File: src/rtl/onchip_arb_pkg.sv
// Shared types and defaults for the two-master on-chip memory arbiter.
// Grant policy is selected by ONCHIP_ARB_RR_EN (see onchip_arb_grant).
package onchip_arb_pkg;

  localparam int unsigned ARB_ADDR_W_DEF = 12;
  localparam int unsigned ARB_DATA_W_DEF = 32;

  typedef enum logic [1:0] {
    ST_IDLE  = 2'd0,
    ST_ISSUE = 2'd1,
    ST_RDATA = 2'd2
  } arb_state_e;

  typedef logic master_idx_t;

  localparam master_idx_t MASTER_0 = 1'b0;
  localparam master_idx_t MASTER_1 = 1'b1;

endpackage

File: src/rtl/onchip_arb_grant.sv
// Combinational grant selection between two masters.
// ONCHIP_ARB_RR_EN defined: round-robin on the last-grant pointer; undefined: master 0 fixed priority.
module onchip_arb_grant
  import onchip_arb_pkg::*;
(
  input  logic        req0_i,
  input  logic        req1_i,
`ifdef ONCHIP_ARB_RR_EN
  input  master_idx_t last_i,
`endif
  output master_idx_t gnt_o,
  output logic        gnt_valid_o
);

  always_comb begin
    gnt_valid_o = req0_i | req1_i;
`ifdef ONCHIP_ARB_RR_EN
    if (req0_i && req1_i) begin
      gnt_o = (last_i == MASTER_0) ? MASTER_1 : MASTER_0;
    end else if (req1_i) begin
      gnt_o = MASTER_1;
    end else begin
      gnt_o = MASTER_0;
    end
`else
    if (req0_i) begin
      gnt_o = MASTER_0;
    end else if (req1_i) begin
      gnt_o = MASTER_1;
    end else begin
      gnt_o = MASTER_0;
    end
`endif
  end

endmodule

File: src/rtl/onchip_mem_arbiter.sv
// Two-master arbiter in front of a single-port on-chip RAM (IDLE -> ISSUE -> RDATA).
// Grant policy: ONCHIP_ARB_RR_EN defined = round-robin, undefined = master 0 fixed priority.
module onchip_mem_arbiter
  import onchip_arb_pkg::*;
#(
  parameter int unsigned ADDR_W = ARB_ADDR_W_DEF,
  parameter int unsigned DATA_W = ARB_DATA_W_DEF
) (
  input  logic                clk,
  input  logic                reset_n,

  input  logic [ADDR_W-1:0]   m0_address,
  input  logic [DATA_W/8-1:0] m0_byteenable,
  input  logic                m0_read,
  input  logic                m0_write,
  input  logic [DATA_W-1:0]   m0_writedata,
  output logic                m0_waitrequest,
  output logic [DATA_W-1:0]   m0_readdata,
  output logic                m0_readdatavalid,

  input  logic [ADDR_W-1:0]   m1_address,
  input  logic [DATA_W/8-1:0] m1_byteenable,
  input  logic                m1_read,
  input  logic                m1_write,
  input  logic [DATA_W-1:0]   m1_writedata,
  output logic                m1_waitrequest,
  output logic [DATA_W-1:0]   m1_readdata,
  output logic                m1_readdatavalid,

  output logic [ADDR_W-1:0]   mem_address,
  output logic [DATA_W/8-1:0] mem_byteenable,
  output logic [DATA_W-1:0]   mem_writedata,
  output logic                mem_chipselect,
  output logic                mem_write,
  output logic                mem_clken,
  input  logic [DATA_W-1:0]   mem_readdata
);

  localparam int unsigned BE_W = DATA_W / 8;

  // Reset asserts asynchronously but releases two edges after reset_n rises.
  logic [1:0] sync_q;
  logic       rst_int_n;

  always_ff @(posedge clk or negedge reset_n) begin
    if (!reset_n) begin
      sync_q <= '0;
    end else begin
      sync_q <= {sync_q[0], 1'b1};
    end
  end

  assign rst_int_n = sync_q[1];
  assign mem_clken = reset_n;

  arb_state_e        state_q, state_d;
  master_idx_t       grant_q, grant_d;
  logic              is_wr_q, is_wr_d;
  logic [1:0]        wait_q, wait_d;
  logic              rdv0_q, rdv0_d;
  logic              rdv1_q, rdv1_d;
  logic [DATA_W-1:0] rdata0_q, rdata0_d;
  logic [DATA_W-1:0] rdata1_q, rdata1_d;
  logic [ADDR_W-1:0] maddr_q, maddr_d;
  logic [BE_W-1:0]   mbe_q, mbe_d;
  logic [DATA_W-1:0] mwd_q, mwd_d;
  logic              mcs_q, mcs_d;
  logic              mwr_q, mwr_d;

  master_idx_t gnt_idx;
  logic        gnt_any;

`ifdef ONCHIP_ARB_RR_EN
  master_idx_t last_q, last_d;

  onchip_arb_grant u_grant (
    .req0_i      (m0_read | m0_write),
    .req1_i      (m1_read | m1_write),
    .last_i      (last_q),
    .gnt_o       (gnt_idx),
    .gnt_valid_o (gnt_any)
  );
`else
  onchip_arb_grant u_grant (
    .req0_i      (m0_read | m0_write),
    .req1_i      (m1_read | m1_write),
    .gnt_o       (gnt_idx),
    .gnt_valid_o (gnt_any)
  );
`endif

  always_comb begin
    state_d  = state_q;
    grant_d  = grant_q;
    is_wr_d  = is_wr_q;
    wait_d   = '1;
    rdv0_d   = 1'b0;
    rdv1_d   = 1'b0;
    rdata0_d = rdata0_q;
    rdata1_d = rdata1_q;
    maddr_d  = maddr_q;
    mbe_d    = mbe_q;
    mwd_d    = mwd_q;
    mcs_d    = 1'b0;
    mwr_d    = 1'b0;
`ifdef ONCHIP_ARB_RR_EN
    last_d   = last_q;
`endif

    case (state_q)
      ST_IDLE: begin
        if (gnt_any) begin
          // ISSUE-cycle outputs are registered here so they appear exactly in ISSUE.
          grant_d = gnt_idx;
          if (gnt_idx == MASTER_1) begin
            is_wr_d = m1_write;
            maddr_d = m1_address;
            mbe_d   = m1_byteenable;
            mwd_d   = m1_writedata;
            mwr_d   = m1_write;
          end else begin
            is_wr_d = m0_write;
            maddr_d = m0_address;
            mbe_d   = m0_byteenable;
            mwd_d   = m0_writedata;
            mwr_d   = m0_write;
          end
          mcs_d           = 1'b1;
          wait_d[gnt_idx] = 1'b0;
`ifdef ONCHIP_ARB_RR_EN
          last_d          = gnt_idx;
`endif
          state_d         = ST_ISSUE;
        end
      end
      ST_ISSUE: begin
        state_d = is_wr_q ? ST_IDLE : ST_RDATA;
      end
      ST_RDATA: begin
        if (grant_q == MASTER_1) begin
          rdata1_d = mem_readdata;
          rdv1_d   = 1'b1;
        end else begin
          rdata0_d = mem_readdata;
          rdv0_d   = 1'b1;
        end
        state_d = ST_IDLE;
      end
      default: begin
        state_d = ST_IDLE;
      end
    endcase
  end

  always_ff @(posedge clk or negedge rst_int_n) begin
    if (!rst_int_n) begin
      state_q  <= ST_IDLE;
      grant_q  <= MASTER_0;
      is_wr_q  <= 1'b0;
      wait_q   <= '1;
      rdv0_q   <= 1'b0;
      rdv1_q   <= 1'b0;
      rdata0_q <= '0;
      rdata1_q <= '0;
      maddr_q  <= '0;
      mbe_q    <= '0;
      mwd_q    <= '0;
      mcs_q    <= 1'b0;
      mwr_q    <= 1'b0;
`ifdef ONCHIP_ARB_RR_EN
      last_q   <= MASTER_1;
`endif
    end else begin
      state_q  <= state_d;
      grant_q  <= grant_d;
      is_wr_q  <= is_wr_d;
      wait_q   <= wait_d;
      rdv0_q   <= rdv0_d;
      rdv1_q   <= rdv1_d;
      rdata0_q <= rdata0_d;
      rdata1_q <= rdata1_d;
      maddr_q  <= maddr_d;
      mbe_q    <= mbe_d;
      mwd_q    <= mwd_d;
      mcs_q    <= mcs_d;
      mwr_q    <= mwr_d;
`ifdef ONCHIP_ARB_RR_EN
      last_q   <= last_d;
`endif
    end
  end

  assign m0_waitrequest   = wait_q[0];
  assign m1_waitrequest   = wait_q[1];
  assign m0_readdatavalid = rdv0_q;
  assign m1_readdatavalid = rdv1_q;
  assign m0_readdata      = rdata0_q;
  assign m1_readdata      = rdata1_q;
  assign mem_address      = maddr_q;
  assign mem_byteenable   = mbe_q;
  assign mem_writedata    = mwd_q;
  assign mem_chipselect   = mcs_q;
  assign mem_write        = mwr_q;

endmodule
File: config.mk
export PLATFORM = sky130hd
export DESIGN_NAME = onchip_mem_arbiter
export DESIGN_NICKNAME = d
export VERILOG_FILES = /design/src/rtl/onchip_arb_pkg.sv /design/src/rtl/onchip_arb_grant.sv /design/src/rtl/onchip_mem_arbiter.sv
export SDC_FILE = /design/constraint.sdc
export NUM_CORES = 1
export LEC_CHECK = 0
export CAP_MARGIN = 0
export CORE_ASPECT_RATIO = 1.5
export CORE_MARGIN = 2
export CORE_UTILIZATION = 40
export DETAILED_ROUTE_END_ITERATION = 8
export GPL_ROUTABILITY_DRIVEN = 0
export PLACE_DENSITY = 0.8
export SLEW_MARGIN = 10
export SYNTH_ARGS = -nofsm -noshare
export SYNTH_HDL_FRONTEND = slang
export SYNTH_SLANG_ARGS = --single-unit
File: constraint.sdc
create_clock -name clk -period 4.3 [get_ports clk]
set_clock_uncertainty 0.15 [all_clocks]
set_input_delay 0.86 -clock clk [delete_from_list [all_inputs] [get_ports clk]]
set_output_delay 0.86 -clock clk [all_outputs]
set_load 0.01 [all_outputs]
==> results.toml, run 1 <==
[worst_setup_path]
crit_required_ns = 3.29
critical_path.max_fanout = 3
setup.reg_to_reg.worst_slack_ns = 1.60
worst_setup_path_endpoint = "mem_clken"
cell_type_with_the_highest_occurrence_count_on_the_critical_path = "sky130_fd_sc_hd__clkdlybuf4s50_1"
worstPathCellList = "clkdlybuf4s50_1 > clkdlybuf4s50_1"
setup.worst_path.start_class = "input pin"
endpoint_kind = "output port"
r2r.worst_path.cells = 4
critical_path_arrival_ns = 1.94
timing_worst_setup_path_type = "input pin to output port"
worst_setup_path_startpoint = "reset_n"
critical-path-max-stage-delay_ns = 0.56
worstReg2RegStart = "state_q[1]"
worstReg2RegEnd = "m0_readdata[13]"
worstPathBufferInverterCount = 2
cpLargestDelayFamily = "buffers and inverters"
worstSetupPathDepth = 2
slowest_stage = "sky130_fd_sc_hd__clkdlybuf4s50_1"

[final_layout]
fillerInstances = 935
area_delta_synth_final_pct = 64.13
area_of_the_multi_input_gates_um2 = 1749
final_common_cell = "sky130_fd_sc_hd__clkdlybuf4s50_1"
final_layout_size_suffix_gt1_frac = 0.1899
final_antenna_diode_count = 0
top_library_cells_by_usage_in_the_layout_fill_and_taps_aside = "sky130_fd_sc_hd__clkdlybuf4s50_1 (252), sky130_fd_sc_hd__dfrtp_1 (121), sky130_fd_sc_hd__mux2_2 (64), sky130_fd_sc_hd__or4_1 (48), sky130_fd_sc_hd__o221a_1 (48)"
design.final.nets = 716
seqCellArea_um2 = 3109

[floorplan]
fp.dieArea_um2 = 13620
initial_util = 0.4076
die_height_um = 142.0
design.portCount = 253
rows = 50
chipWidth_um = 95.97
floorplan.core_area_um2 = 12450

[detailed_routing]
dr_total_vias = 3962
route.detailed.drc = 0
dr.first_iter.drc_count = 95
wl_per_cell_um = 19.62
drt_wl_total_um = 14740
routed_via_density = 5.276
ant_nets = 0
detailedRoute.firstPassIterationCount = 4

[power_and_ir_drop]
ir_drop_worst_case_vdd_v = 0.0003370
power_density_nw_per_um2 = 755.9
p_leak_nw = 3.305

[yosys]
ys_seq_elements = 124
netlist_instances = 336
synth_warnings = 0
yosysSeqAreaShare = 0.6119
yosys-top-cells-area = "sky130_fd_sc_hd__dfrtp_1 (60%), sky130_fd_sc_hd__mux2_2 (14%), sky130_fd_sc_hd__o221a_1 (11%)"
synth_fp_nets = 470
post_synth_num_cell_types = 25
synthDominantCellAreaShare = 0.6016
synth.largest_area_cell = "sky130_fd_sc_hd__dfrtp_1"
netlist_area_um2 = 5075
avg_cell_area_syn_um2 = 15.10

[clock_network]
clockBufferDepth = 2
cts_sinks = 124
post_cts_setup_driven_buffer_insertion_count = 0
cts_made_buffers = 17
ctsHoldBuffers = 0
path_clk_slew_ns = 0.06
htreeDepth = 4
clk-insertion-delay-late_ns = 0.41
cts_tree = "yes"
ctsRootBufferMaster = "sky130_fd_sc_hd__clkbuf_16"
postCtsResizedCells = 0

[global_routing]
grt_usage = 0.2201
antenna_violations_before_repair = 0
via_count_of_the_first_global_routing_pass = 4252
congestion_overflow_gr = 0
maximum_number_of_pins_on_one_net_before_global_route_repair = 94
grt_pass1_wl_um = 22400

[timing]
grt_setup_unrepaired = "false"
report.final.slew_viol_count = 0
post-route-min-period_ns = 2.947
fmax_mhz = 339.3
hold_violations = 0
fin_crit_sh = 0.6853
post-route-worst-setup-slack_ns = 1.353
slew_headroom = 0.2907
worst-slew-pin-transition_ns = 1.064
fin_setup_tns_ns = 0
report.final.setup_viol = 0

[placed_design]
port-buffer-count = 252
dp_hpwl_um = 10790
pre_cts_slack_ns = 1.104

[run_status]
outcome = "complete, no violations"

[job]
number_of_maximum_capacitance_constraint_violations = 0

[min_path]
hp-class = "flip-flop to async pin"
## flip-flops by register name, summed over array words and instances, names as in the netlist
name and count:
mem_writedata 32, mem_chipselect 1, mem_write 1, m0_readdata 32
sync_q 2, m0_readdatavalid 1, m1_readdata 32, m1_readdatavalid 1
grant_q 1, mem_byteenable 4, state_q 2, wait_q 2
is_wr_q 1, mem_address 12
## worst min-delay path by stage
| stage | endpoint | slack (ns) | cells after the start |
|---|---|---|---|
| 2_1_floorplan | sync_q[1] | 0.18 | 0 |
| 3_3_place_gp | sync_q[1] | 0.19 | 0 |
| 3_5_place_dp | sync_q[1] | 0.20 | 0 |
| 4_1_cts | sync_q[1] | 0.22 | 0 |
| 5_1_grt | m0_readdata[24] | 0.15 | 0 |
| 6_report | m0_readdata[24] | 0.11 | 0 |
## cell usage after synthesis
cell and count:
sky130_fd_sc_hd__or3_1 1, sky130_fd_sc_hd__or4b_1 1, sky130_fd_sc_hd__nand3b_1 1, sky130_fd_sc_hd__nor2_1 1, sky130_fd_sc_hd__dfstp_2 2, sky130_fd_sc_hd__buf_6 2, sky130_fd_sc_hd__buf_8 5, sky130_fd_sc_hd__a211oi_2 1
sky130_fd_sc_hd__nor3b_1 1, sky130_fd_sc_hd__a21bo_1 1, sky130_fd_sc_hd__clkbuf_1 16, sky130_fd_sc_hd__nor3b_2 1, sky130_fd_sc_hd__dfrtp_1 122, sky130_fd_sc_hd__mux2_2 64, sky130_fd_sc_hd__conb_1 1, sky130_fd_sc_hd__nor2b_1 1
sky130_fd_sc_hd__inv_1 3, sky130_fd_sc_hd__o221a_1 48, sky130_fd_sc_hd__a21oi_1 1, sky130_fd_sc_hd__or4_1 48, sky130_fd_sc_hd__buf_2 10, sky130_fd_sc_hd__buf_4 2, sky130_fd_sc_hd__nor2_4 1, sky130_fd_sc_hd__a211oi_1 1
sky130_fd_sc_hd__mux2i_1 1
## cells by family after synthesis
group / share of synthesized area
DFF: 0.6119
AOI/OAI and AO/OA: 0.1134
and+or+nand+nor: 0.08383
buffers and inverters: 0.04610
muxes: 0.1440
other: 0.0007389
## final cells by class
| class | count | area share |
|---|---|---|
| multi-input combinational | 174 | 0.2100 |
| clock buffer | 18 | 0.05273 |
| tap | 156 | 0.02343 |
| timing repair buffer | 262 | 0.3158 |
| sequential | 124 | 0.3733 |
| inverter | 3 | 0.001352 |
| clock inverter | 14 | 0.02343 |
## report_power, final
part | internal (W) | switching, W
clock | 0.000985 | 0.000513
combinational | 0.00166 | 0.00100
sequential | 0.00175 | 0.000386
total | 0.00439 | 0.00190
## metrics by stage
step | total power (W) | utilization | area, um^2 | cells | hold WS (ns)
floorplan | 0.003319 | - | 5075 | 336 | 0.1812
global placement | 0.004722 | 0.6159 | 7667 | 718 | 0.1925
detailed placement | 0.004836 | 0.6159 | 7667 | 718 | 0.1963
CTS | 0.006363 | 0.6668 | 8302 | 750 | 0.2177
global route | 0.006640 | 0.6690 | 8329 | 751 | 0.1474
finish | 0.006296 | 0.6690 | 8329 | 751 | 0.1072
## layer usage
layer	vias to the layer above	share of wire	track usage
met5	-	0	0
met2	192	0.52	0.3813
li1	1817	-	-
met1	1926	0.37	0.2394
met3	27	0.076	0.08369
met4	0	0.027	0.08496
Note: power is estimated with default switching activity, not from simulation.
==> inputs of run 2 (changes only) <==
==> constraint.sdc (replaced) <==
create_clock -name clk -period 3 [get_ports clk]
set_clock_uncertainty 0.15 [all_clocks]
set_input_delay 0.6 -clock clk [delete_from_list [all_inputs] [get_ports clk]]
set_output_delay 0.6 -clock clk [all_outputs]
set_load 0.01 [all_outputs]
==> run 2 against run 1 <==
  * Count of clock-buffer cells in the layout unchanged
  * Wire length down 0.60%
  * Critical path depth unchanged
  * Flip-flop and latch count unchanged
  * Design area down 0.84%
  * Power up 40%
==> results.toml, run 2 (synthesized netlist as in run 1, its figures left out) <==
[run_status]
outcome = "complete, no violations"

[clock_network]
htreeDepth = 4
path_clk_slew_ns = 0.06
ctsRootBufferMaster = "sky130_fd_sc_hd__clkbuf_16"
postCtsResizedCells = 0
ctsHoldBuffers = 0
clk-insertion-delay-late_ns = 0.40
cts_tree = "yes"
post_cts_setup_driven_buffer_insertion_count = 0
clockBufferDepth = 2
cts_made_buffers = 17
cts_sinks = 124

[detailed_routing]
dr.first_iter.drc_count = 95
drt_wl_total_um = 14650
dr_total_vias = 4004
wl_per_cell_um = 19.48
routed_via_density = 5.324
detailedRoute.firstPassIterationCount = 4
ant_nets = 0
route.detailed.drc = 0

[floorplan]
design.portCount = 253
rows = 50
initial_util = 0.4076
floorplan.core_area_um2 = 12450
die_height_um = 142.0
fp.dieArea_um2 = 13620
chipWidth_um = 95.97

[timing]
report.final.setup_viol = 0
fin_crit_sh = 0.8065
grt_setup_unrepaired = "false"
hold_ws_ns = 0.1290
report.final.slew_viol_count = 0
post-route-min-period_ns = 2.419
hold_violations = 0
fin_setup_tns_ns = 0
fmax_mhz = 413.3

[min_path]
hp-class = "flip-flop to async pin"

[global_routing]
grt_pass1_wl_um = 22200
congestion_overflow_gr = 0
grt_usage = 0.2169
maximum_number_of_pins_on_one_net_before_global_route_repair = 92
antenna_violations_before_repair = 0
via_count_of_the_first_global_routing_pass = 4440

[worst_setup_path]
critical_path_arrival_ns = 1.67
setup.worst_path.start_class = "input pin"
slowest_stage = "sky130_fd_sc_hd__clkdlybuf4s50_1"
cpLargestDelayFamily = "buffers and inverters"
critical-path-max-stage-delay_ns = 0.56
endpoint_kind = "output port"
worstPathCellList = "clkdlybuf4s50_1 > clkdlybuf4s50_1"
cell_type_with_the_highest_occurrence_count_on_the_critical_path = "sky130_fd_sc_hd__clkdlybuf4s50_1"
crit_required_ns = 2.25
critical_path.max_fanout = 3
timing_worst_setup_path_type = "input pin to output port"
worstPathBufferInverterCount = 2

[final_layout]
final_layout_size_suffix_gt1_frac = 0.1913
top_library_cells_by_usage_in_the_layout_fill_and_taps_aside = "sky130_fd_sc_hd__clkdlybuf4s50_1 (252), sky130_fd_sc_hd__dfrtp_1 (121), sky130_fd_sc_hd__mux2_2 (64), sky130_fd_sc_hd__or4_1 (48), sky130_fd_sc_hd__o221a_1 (48)"
design.final.nets = 717
final_common_cell = "sky130_fd_sc_hd__clkdlybuf4s50_1"
area_delta_synth_final_pct = 62.75
final_antenna_diode_count = 0
finish.utilization = 0.6634

[power_and_ir_drop]
power_density_nw_per_um2 = 1067
p_leak_nw = 3.276
total_power_w = 0.008814
ir_drop_worst_case_vdd_v = 0.0004821

[job]
number_of_maximum_capacitance_constraint_violations = 0

[placed_design]
dp_hpwl_um = 10790
port-buffer-count = 252
==> run 2: per-layer routing <==
metal | wire length, um | global-route usage | up-vias
li1 | - | - | 1813
met1 | 4995 | 0.2094 | 1954
met2 | 7848 | 0.3898 | 191
met3 | 1178 | 0.07733 | 46
met4 | 627 | 0.1188 | 0
met5 | 0 | 0 | -
==> run 2: stage by stage <==
step,instances,worst slack (ns),area [um^2]
6_report,752,0.5806,8259
5_1_grt,752,0.5582,8259
4_1_cts,752,0.5671,8259
3_5_place_dp,720,0.3609,7682
3_3_place_gp,720,0.3993,7682
2_1_floorplan,336,0.7847,5076
==> run 2: layout make-up <==
class / instances / area (um^2)
inverters: 3 / 11.26
multi-input cells: 174 / 1749
repair buffers: 263 / 2618
clock inverters: 14 / 137.6
flip-flops and latches: 124 / 3109
well taps: 156 / 195.2
fillers: 928 / 4190
clock buffers: 18 / 439.2
==> run 2: power breakdown <==
group          switching (W)  total, W  leakage, nW  internal, W
Combinational        0.00149   0.00387         1.57      0.00238
Clock               0.000761   0.00194        0.272      0.00118
Sequential          0.000502   0.00301         1.43      0.00250
==> run 2: path summary, 6_finish.rpt <==
path	start	end	slack, ns	depth (start not counted)
setup / recovery	reset_n	mem_clken	0.58	2
hold / removal	sync_q[1]	m1_readdata[27]	0.13	0
setup reg to reg	state_q[1]	mem_writedata[22]	0.92	3
hold reg to reg	sync_q[1]	m1_readdata[27]	0.13	0
max in group asynchronous	sync_q[1]	m1_readdata[16]	1.73	1
min in group clk	sync_q[0]	sync_q[1]	0.21	0
